[config.mk]
export PLATFORM = sky130hd
export DESIGN_NAME = flash_spi_ctrl
export DESIGN_NICKNAME = d
export VERILOG_FILES = /design/src/rtl/flash_spi_pkg.sv /design/src/rtl/spi_sck_gen.sv /design/src/rtl/flash_spi_ctrl.sv
export SDC_FILE = /design/constraint.sdc
export NUM_CORES = 1
export LEC_CHECK = 0
export CORE_AREA = 2 2 127 129
export DETAILED_ROUTE_END_ITERATION = 10
export DIE_AREA = 0 0 129 131
export GPL_ROUTABILITY_DRIVEN = 0
export PLACE_DENSITY_LB_ADDON = 0.15
export SYNTH_ARGS = -nofsm -noshare
export SYNTH_HDL_FRONTEND = slang
export SYNTH_SLANG_ARGS = --single-unit
[constraint.sdc]
create_clock -name clk -period 5.6 [get_ports clk]
set_input_delay 0.56 -clock clk [delete_from_list [all_inputs] [get_ports clk]]
set_output_delay 0.56 -clock clk [all_outputs]
set_load 0.05 [all_outputs]
[src/rtl/flash_spi_pkg.sv]
// rtl/flash_spi_pkg.sv - shared opcodes, FSM state type and byte-order helper for the SPI flash controller
package flash_spi_pkg;

    localparam logic [7:0] OP_READ = 8'h03;
    localparam logic [7:0] OP_PP   = 8'h02;
    localparam logic [7:0] OP_WREN = 8'h06;

    typedef enum logic [2:0] {
        IDLE,
        ERR,
        WREN,
        GAP,
        CMD,
        WDATA,
        RDATA,
        DONE
    } state_t;

    // Data travels little-endian on the wire but each byte goes MSB-first,
    // so a byte swap turns the word into a plain MSB-first shift image.
    function automatic logic [31:0] bswap(input logic [31:0] d);
        return {d[7:0], d[15:8], d[23:16], d[31:24]};
    endfunction

endpackage

[src/rtl/spi_sck_gen.sv]
// rtl/spi_sck_gen.sv - SCK divider producing mode-0 clock plus rise/fall/stop strobes
module spi_sck_gen #(
    parameter int CLK_DIV = 2
) (
    input  logic clk,
    input  logic rst,
    input  logic en,
    input  logic hold,
    output logic sck,
    output logic rise,
    output logic fall,
    output logic stop
);

    localparam int CW = $clog2(CLK_DIV + 1);
    localparam logic [CW-1:0] LAST = CW'(CLK_DIV - 1);

    logic [CW-1:0] cnt;
    logic          tick;

    assign tick = en && (cnt == LAST);
    assign rise = tick && !sck && !hold;
    assign fall = tick && sck;
    // With hold set, the phase that would have been a rise becomes the
    // trailing low phase before chip select is released.
    assign stop = tick && !sck && hold;

    always_ff @(posedge clk or posedge rst) begin
        if (rst) begin
            cnt <= '0;
            sck <= 1'b0;
        end else if (!en) begin
            cnt <= '0;
            sck <= 1'b0;
        end else begin
            cnt <= tick ? '0 : cnt + CW'(1);
            if (rise) begin
                sck <= 1'b1;
            end else if (fall) begin
                sck <= 1'b0;
            end
        end
    end

endmodule

[src/rtl/flash_spi_ctrl.sv]
// rtl/flash_spi_ctrl.sv - word read/write bridge from an MMU request port to a mode-0 SPI NOR flash
module flash_spi_ctrl
    import flash_spi_pkg::*;
#(
    parameter int CLK_DIV = 2,
    parameter int CS_GAP  = 4
) (
    input  logic        clk,
    input  logic        rst,
    input  logic        req_valid,
    output logic        req_ready,
    input  logic        req_we,
    input  logic [23:0] req_addr,
    input  logic [31:0] req_wdata,
    output logic        rsp_valid,
    output logic        rsp_err,
    output logic [31:0] rsp_rdata,
    output logic        busy,
    output logic        spi_cs_n,
    output logic        spi_sck,
    output logic        spi_mosi,
    input  logic        spi_miso
);

    localparam int GW = $clog2(CS_GAP + 1);
    localparam logic [GW-1:0] GAP_LAST  = GW'(CS_GAP);
    localparam logic [GW-1:0] DONE_LAST = GW'(CS_GAP - 1);

    state_t      state;
    state_t      state_nx;
    logic [31:0] tx;
    logic [31:0] rx;
    logic [31:0] wdata_q;
    logic [23:0] addr_q;
    logic        we_q;
    logic        tail;
    logic [5:0]  bit_cnt;
    logic [GW-1:0] gap_cnt;

    logic sck_rise;
    logic sck_fall;
    logic sck_stop;
    logic accept;
    logic misaligned;
    logic last_bit;

    spi_sck_gen #(
        .CLK_DIV(CLK_DIV)
    ) u_sck_gen (
        .clk (clk),
        .rst (rst),
        .en  (!spi_cs_n),
        .hold(tail),
        .sck (spi_sck),
        .rise(sck_rise),
        .fall(sck_fall),
        .stop(sck_stop)
    );

    assign req_ready = (state == IDLE);

    always_ff @(posedge clk or posedge rst) begin
        if (rst) begin
            state <= IDLE;
        end else begin
            state <= state_nx;
        end
    end

    always_comb begin
        accept     = req_valid && (state == IDLE);
        misaligned = (req_addr[1:0] != 2'b00);
        last_bit   = sck_fall && (bit_cnt == ((state == WREN) ? 6'd7 : 6'd31));
        state_nx   = state;
        case (state)
            IDLE: begin
                if (accept) begin
                    if (misaligned) begin
                        state_nx = ERR;
                    end else if (req_we) begin
                        state_nx = WREN;
                    end else begin
                        state_nx = CMD;
                    end
                end
            end
            ERR:   state_nx = IDLE;
            WREN:  if (sck_stop) state_nx = GAP;
            GAP:   if (gap_cnt >= GAP_LAST) state_nx = CMD;
            CMD:   if (last_bit) state_nx = we_q ? WDATA : RDATA;
            WDATA: if (sck_stop) state_nx = DONE;
            RDATA: if (sck_stop) state_nx = DONE;
            // DONE lingers so the next frame cannot start before chip select
            // has been high for the minimum gap.
            DONE:  if (gap_cnt >= DONE_LAST) state_nx = IDLE;
            default: state_nx = IDLE;
        endcase
    end

    always_ff @(posedge clk or posedge rst) begin
        if (rst) begin
            spi_cs_n  <= 1'b1;
            spi_mosi  <= 1'b0;
            rsp_valid <= 1'b0;
            rsp_err   <= 1'b0;
            rsp_rdata <= '0;
            busy      <= 1'b0;
            tx        <= '0;
            rx        <= '0;
            wdata_q   <= '0;
            addr_q    <= '0;
            we_q      <= 1'b0;
            tail      <= 1'b0;
            bit_cnt   <= '0;
            gap_cnt   <= '0;
        end else begin
            rsp_valid <= 1'b0;
            if (accept) begin
                busy <= 1'b1;
            end else if (rsp_valid) begin
                busy <= 1'b0;
            end

            case (state)
                IDLE: begin
                    if (accept) begin
                        addr_q  <= req_addr;
                        wdata_q <= req_wdata;
                        we_q    <= req_we;
                        if (!misaligned) begin
                            spi_cs_n <= 1'b0;
                            bit_cnt  <= '0;
                            tx       <= req_we ? {OP_WREN, 24'h0} : {OP_READ, req_addr};
                            spi_mosi <= req_we ? OP_WREN[7] : OP_READ[7];
                        end
                    end
                end
                ERR: begin
                    rsp_valid <= 1'b1;
                    rsp_err   <= 1'b1;
                    rsp_rdata <= '0;
                end
                GAP: begin
                    if (gap_cnt >= GAP_LAST) begin
                        spi_cs_n <= 1'b0;
                        bit_cnt  <= '0;
                        tx       <= {OP_PP, addr_q};
                        spi_mosi <= OP_PP[7];
                    end else begin
                        gap_cnt <= gap_cnt + GW'(1);
                    end
                end
                DONE: begin
                    if (gap_cnt < DONE_LAST) begin
                        gap_cnt <= gap_cnt + GW'(1);
                    end
                end
                WREN, CMD, WDATA, RDATA: begin
                    if (sck_rise && (state == RDATA)) begin
                        rx <= {rx[30:0], spi_miso};
                    end
                    if (sck_fall) begin
                        if (!last_bit) begin
                            bit_cnt  <= bit_cnt + 6'd1;
                            tx       <= {tx[30:0], 1'b0};
                            spi_mosi <= tx[30];
                        end else if (state == CMD) begin
                            // Command phase flows straight into data within the same frame.
                            bit_cnt  <= '0;
                            if (we_q) begin
                                tx       <= bswap(wdata_q);
                                spi_mosi <= wdata_q[7];
                            end else begin
                                spi_mosi <= 1'b0;
                            end
                        end else begin
                            tail     <= 1'b1;
                            spi_mosi <= 1'b0;
                        end
                    end
                    if (sck_stop) begin
                        spi_cs_n <= 1'b1;
                        tail     <= 1'b0;
                        gap_cnt  <= GW'(1);
                        if (state != WREN) begin
                            rsp_valid <= 1'b1;
                            rsp_err   <= 1'b0;
                            rsp_rdata <= (state == RDATA) ? bswap(rx) : 32'h0;
                        end
                    end
                end
                default: ;
            endcase
        end
    end

endmodule
==> metrics.yaml <==
route:
  drc: 0
  drtAntennaViolNets: 0
  first_pass_iters: 4
  viasPerCell: 5.395
  drtIter0Drc: 399
  routed_wl_um: 15670
  vias: 5141
  post_drt_wl_per_cell_um: 16.44
yosys:
  synth-main-ff-cell: "dfrtp_1"
  ys_ff_latch: 173
  synth_area_um2: 7617
  synth_edf_count: 0
  synth_fp_nets: 706
  synth_warnings: 0
  syn_avg_cell_area_um2: 11.86
  async_reset_ff_frac: 1.000
  synthDistinctLibCells: 61
  syn_inst: 642
  seq_area_frac_synth: 0.5685
clock_tree:
  postCtsSetupBuffers: 0
  cts_root_buf: "clkbuf_16"
  cts_tree: "done"
  postCtsResizedCells: 0
  cts.sink_count: 173
  cts.clk_slew.worst_paths_ps: 60
  cts_buffer_depth: 2
  cts_made_buffers: 17
  worstSkewPairLatency_ps: 430
  h-tree-depth: 4
  ctsHoldBuffers: 0
final_layout:
  syn_to_final_growth_pct: 22.09
  antenna_cells: 0
  nets: 789
  fill_cells: 1271
  layout-drive-gt1-share: 0.2022
  regArea_um2: 4330
  multi_input_area_um2: 2930
timing:
  rsz0062_at_grt: "no"
  setup-violations-final: 0
  slew_viol_final: 0
  finalCritPeriodShare: 0.5359
  period_needed_ps: 3001
  clock_skew_ps: 14.95
  fin_setup_tns_ps: 0
  finalHoldViolCount: 0
  fmax_ghz: 0.3332
  slew_headroom: 0.2778
  hold_ws_ps: 474.2
  worst_slew_pin_slew_ps: 1082
power:
  p_sw_uw: 1455
  p_leak_uw: 0.003987
  internal-power_uw: 2871
  max-vdd-ir-drop_mv: 0.2514
  pwr-share-seq: 0.444
  clockPowerShare: 0.261
  switching_share: 0.3363
  power_frac_comb: 0.295
  powerDensity_nw_per_um2: 465.2
setup_path:
  crit_buf_inv: 0
  arrival_ps: 3340
  critPathMaxStageDelay_ps: 850
  critical_path.max_fanout: 25
  cp-end-kind: "register"
  cp-start-kind: "register"
  critical_path.top_delay_family: "simple AND/OR/NAND/NOR gates"
  slowest_stage: "and3_1"
  critical_path_class: "register to register"
  cp.required_ps: 5940
  cp_cell_sequence: "nor2b_1 > o21a_1 > and3_1 > a222oi_1 > o21ai_0"
global_route:
  busiest_layer: "met2"
  grt_pass1_vias: 5286
  use_met3: 0.04601
  met1_usage: 0.2748
  grtUsageTotal: 0.1983
  antenna_found_initial: 0
  grtUsageMet2: 0.3094
  grt_start_max_net_pins: 100
  grt_pass1_wl_um: 26140
  gr-total-overflow: 0
die:
  core_area_um2: 15600
  num_rows: 46
  die-area_um2: 16900
  start_util: 0.4884
  die_width_um: 129
  die_height_um: 131
  ios: 100
worst_hold_path:
  hold_path.class: "register to register"
placement:
  place.port_buffers: 99
  hpwl_um: 10050
outcome:
  status: "finished clean"
job:
  maxCapViolations: 0
area by class of cell:
type / instances / share of cell area
Multi-Input combinational cell: 385 / 0.3151
Inverter: 41 / 0.01709
Tap cell: 216 / 0.02906
Clock buffer: 21 / 0.04736
Timing Repair Buffer: 107 / 0.1130
Sequential cell: 173 / 0.4656
Clock inverter: 10 / 0.01278
layer usage:
metal / vias up / routed length (um)
li1: 2465 / -
met1: 2564 / 7484
met4: 0 / 221
met5: - / 0
met2: 96 / 7378
met3: 16 / 584
sequential cells by signal, indices dropped and copies added (netlist names):
signal,count
rsp_rdata,32
busy,1
wdata_q,32
we_q,1
rx,32
gap_cnt,3
tail,1
state,3
spi_mosi,1
tx,31
u_sck_gen.sck,1
rsp_err,1
spi_cs_n,1
bit_cnt,6
addr_q,24
rsp_valid,1
u_sck_gen.cnt,2
placed cells by master (no fill, tap or decap), types with 3 or more instances in the layout:
cell type and instances:
and2_1 4, nor3_1 3, buf_4 8, o21ai_1 9, nor2_1 10, o21ai_0 64
dfrtp_1 172, a221oi_1 24, a21oi_1 8, nand3_1 37, clkinvlp_4 3, clkinv_4 3
clkbuf_1 4, and3_1 3, mux2_2 91, nand2_1 44, inv_1 40, nand2b_1 3
mux2i_1 8, clkdlybuf4s50_1 99, ha_1 3, a22o_1 26, clkbuf_16 17
synthesized netlist by cell type (2+ instances only):
cell type | count | area [um^2]
o21a_1 | 2 | 15.01
buf_2 | 22 | 110.1
ha_1 | 3 | 37.54
or2_2 | 2 | 12.51
nand2b_4 | 2 | 27.53
nor2_1 | 11 | 41.29
nor3_1 | 3 | 15.01
buf_6 | 2 | 22.52
a21oi_1 | 10 | 50.05
o21ai_1 | 9 | 45.04
nand2_1 | 44 | 165.2
nand2b_1 | 3 | 18.77
dfrtp_1 | 172 | 4304
nor2b_1 | 2 | 12.51
nand3b_1 | 2 | 15.01
buf_1 | 2 | 7.510
inv_1 | 41 | 153.9
nand3_1 | 37 | 185.2
and3_1 | 3 | 18.77
a221oi_1 | 24 | 210.2
or3_1 | 2 | 12.51
mux2i_1 | 8 | 80.08
a22o_1 | 26 | 227.7
o22ai_1 | 2 | 12.51
a31oi_1 | 2 | 12.51
clkbuf_1 | 13 | 48.80
clkbuf_8 | 2 | 27.53
mux2_2 | 91 | 1025
o21ai_0 | 64 | 320.3
and2_1 | 5 | 31.28
power by group through the flow:
stage | sequential [uW] | clock, uW | combinational, uW
after floorplan | 1870 | 0 | 1010
after global placement | 1920 | 0 | 1240
after detailed placement | 1940 | 0 | 1280
after CTS | 1920 | 1150 | 1290
after global routing | 1970 | 1200 | 1420
final | 1920 | 1130 | 1280
metrics by stage:
step / std cells / util / setup slack, ps / power [uW] / instance area (um^2)
after global routing: 953 / 0.5963 / 2289 / 4599 / 9300
after global placement: 922 / 0.5604 / 2670 / 3159 / 8741
after detailed placement: 922 / 0.5604 / 2622 / 3217 / 8741
after floorplan: 642 / - / 353.2 / 2885 / 7617
final: 953 / 0.5963 / 2599 / 4326 / 9300
after CTS: 953 / 0.5963 / 2587 / 4369 / 9300
cells by family (layout without fill, tap and decap cells):
family / Yosys count / in the layout / share of synthesized area
AOI/OAI and AO/OA: 155 / 155 / 0.1404
xor gates and xnor gates: 1 / 1 / 0.001150
adders and majority gates: 3 / 3 / 0.004928
buffers and inverters: 84 / 179 / 0.05026
DFF: 173 / 173 / 0.5685
muxes: 100 / 100 / 0.1468
and+or+nand+nor: 126 / 126 / 0.08788
final timing paths:
| kind | start | endpoint | slack [ps] | depth (start not counted) |
|---|---|---|---|---|
| max in group asynchronous | rst | wdata_q[2] | 3770 | 3 |
| hold reg to reg | busy | busy | 470 | 1 |
| setup reg to reg | state[1] | tx[0] | 2600 | 5 |
| setup / recovery | state[1] | tx[0] | 2600 | 5 |
| min in group asynchronous | rst | rsp_rdata[28] | 710 | 2 |
| hold / removal | busy | busy | 470 | 1 |
Note: power is estimated with default switching activity, not from simulation.
==> RTL edit (same settings) <==
The 8 states of `state_t` get a one-hot encoding in 8 bits.
--- a/src/rtl/flash_spi_pkg.sv
+++ b/src/rtl/flash_spi_pkg.sv
@@ -6,13 +6,13 @@
     localparam logic [7:0] OP_WREN = 8'h06;
 
-    typedef enum logic [2:0] {
-        IDLE,
-        ERR,
-        WREN,
-        GAP,
-        CMD,
-        WDATA,
-        RDATA,
-        DONE
+    typedef enum logic [7:0] {
+        IDLE  = 8'b00000001,
+        ERR   = 8'b00000010,
+        WREN  = 8'b00000100,
+        GAP   = 8'b00001000,
+        CMD   = 8'b00010000,
+        WDATA = 8'b00100000,
+        RDATA = 8'b01000000,
+        DONE  = 8'b10000000
     } state_t;
 
Behaviour: same outputs for any inputs over 10 cycles, from zero or initial values and one cycle with rst high; not proved beyond that.
==> RTL edit against the unedited design <==
Area after synthesis grew 5.0%. Design area increased by 4.1%. Wire length grew 7.8%. Clock power increased by 4%. Setup slack got worse by 0.78 ns. Total power up 14%. Count of clock-buffer cells in the layout increased by 4. Sequential cell count increased by 5. Largest cell class unchanged. Highest routed layer unchanged.
==> RTL edit: results (changes against the unedited design) <==
| Metric | Value |
|---|---|
| Status | completed (unchanged) |
| Register area | 4460 µm² (was 4330 µm²) |
| Compound-Gate Fraction of Synth Area | 14.1% (was 14.0%) |
| VDD IR-drop max | 322 µV (was 251 µV) |
| First-pass GRT wire length | 27900 µm (was 26100 µm) |
| Clock buf count | 25 (was 21) |
| Wirelength per Cell | 17.1 µm (was 16.4 µm) |
| Nonclk inv count | 8 (was 41) |
| Top post-synthesis cells by count | dfrtp_1 (176), mux2_2 (91), nand2_1 (87) (was dfrtp_1 (172), mux2_2 (91), o21ai_0 (64)) |
| Worst Path Max Fanout | 33 (was 25) |
| Multi-input combinational area share | 33.8% (was 31.5%) |
| Initial DRT Pass Iterations | 5 (was 4) |
| Synth Area in Adders | 0.626% (was 0.493%) |
| Leakage | 0.00412 µW (was 0.00399 µW) |
| FF+latch count, synth | 178 (was 173) |
| XOR/XNOR Fraction of Synth Area | 0.219% (was 0.115%) |
| Detailed Place HPWL | 11000 µm (was 10000 µm) |
| Sequential power share | 38.8% (was 44.4%) |
| Mapped Nets | 745 (was 706) |
| GRT Util Overall | 21.0% (was 19.8%) |
| Critical Path AT | 4.09 ns (was 3.34 ns) |
| Synth area leaders | dfrtp_1 (55%), mux2_2 (13%), a2bb2oi_1 (4.8%), nand2_1 (4.1%), o21ai_0 (2.9%) (was dfrtp_1 (57%), mux2_2 (13%), o21ai_0 (4.2%), a22o_1 (3.0%), a221oi_1 (2.8%)) |
| Final clock-cell share | 6.04% (was 6.01%) |
| R2R depth | 6 (was 5) |
| Netlist cell types | 57 (was 61) |
| Post-synthesis mux area share | 15.6% (was 14.7%) |
| Routed vias | 5651 (was 5141) |
| Skew final | 0.0142 ns (was 0.0149 ns) |
| Vias in the first global route | 5528 (was 5286) |
| Worst Tran Pin Value | 1.13 ns (was 1.08 ns) |
| Final-layout non-clock buffer area share | 10.9% (was 11.3%) |
| Share of cells above drive strength 1 | 20.2% (about the same) |
==> RTL edit: changes by cell type in the layout (fill, tap and decap cells not counted), moves of 25 or more <==
cell,unedited run,this run
nand2_1,44,86
nor2_1,10,43
a22o_1,26,1
nand3_1,37,7
inv_1,40,6
a2bb2oi_1,1,44
==> RTL edit: final timing paths <==
| check | from | endpoint | slack (ns) |
|---|---|---|---|
| hold / removal | rsp_valid | busy | 0.46 |
| setup reg to reg | state[1] | tx[30] | 1.82 |
| setup / recovery | state[1] | tx[30] | 1.82 |
| min in group asynchronous | rst | addr_q[10] | 0.69 |
| hold reg to reg | rsp_valid | busy | 0.46 |
| max in group asynchronous | rst | state[0] | 3.84 |
==> RTL edit: metrics by stage <==
| stage | setup slack, ns | util, % | cells | total power (µW) | instance area, µm² |
|---|---|---|---|---|---|
| floorplan | 0.213 | - | 680 | 3410 | 8000 |
| global placement | 2.02 | 58.3 | 956 | 3670 | 9090 |
| detailed placement | 1.89 | 58.3 | 956 | 3760 | 9090 |
| CTS | 1.86 | 62.0 | 988 | 4950 | 9680 |
| global route | 1.64 | 62.0 | 988 | 5230 | 9680 |
| finish | 1.82 | 62.0 | 988 | 4920 | 9680 |
==> RTL edit: routing by layer <==
| metal | vias to the layer above | wire, µm | GRT usage (%) | share of wire (%) |
|---|---|---|---|---|
| met5 | - | 0 | 0 | 0 |
| met4 | 0 | 348 | 7.80 | 2.1 |
| met3 | 31 | 793 | 3.91 | 4.7 |
| met2 | 184 | 8110 | 33.3 | 48 |
| met1 | 2820 | 7640 | 29.1 | 45 |
| li1 | 2616 | - | - | - |
==> RTL edit: critical path, cell delays in order (launching register included) <==
cell	delay [ns]
dfrtp_1	0.45
or3_1	0.40
nor3_2	0.48
nand2_1	0.23
a221o_2	0.69
a31oi_4	0.99
mux2_2	0.42
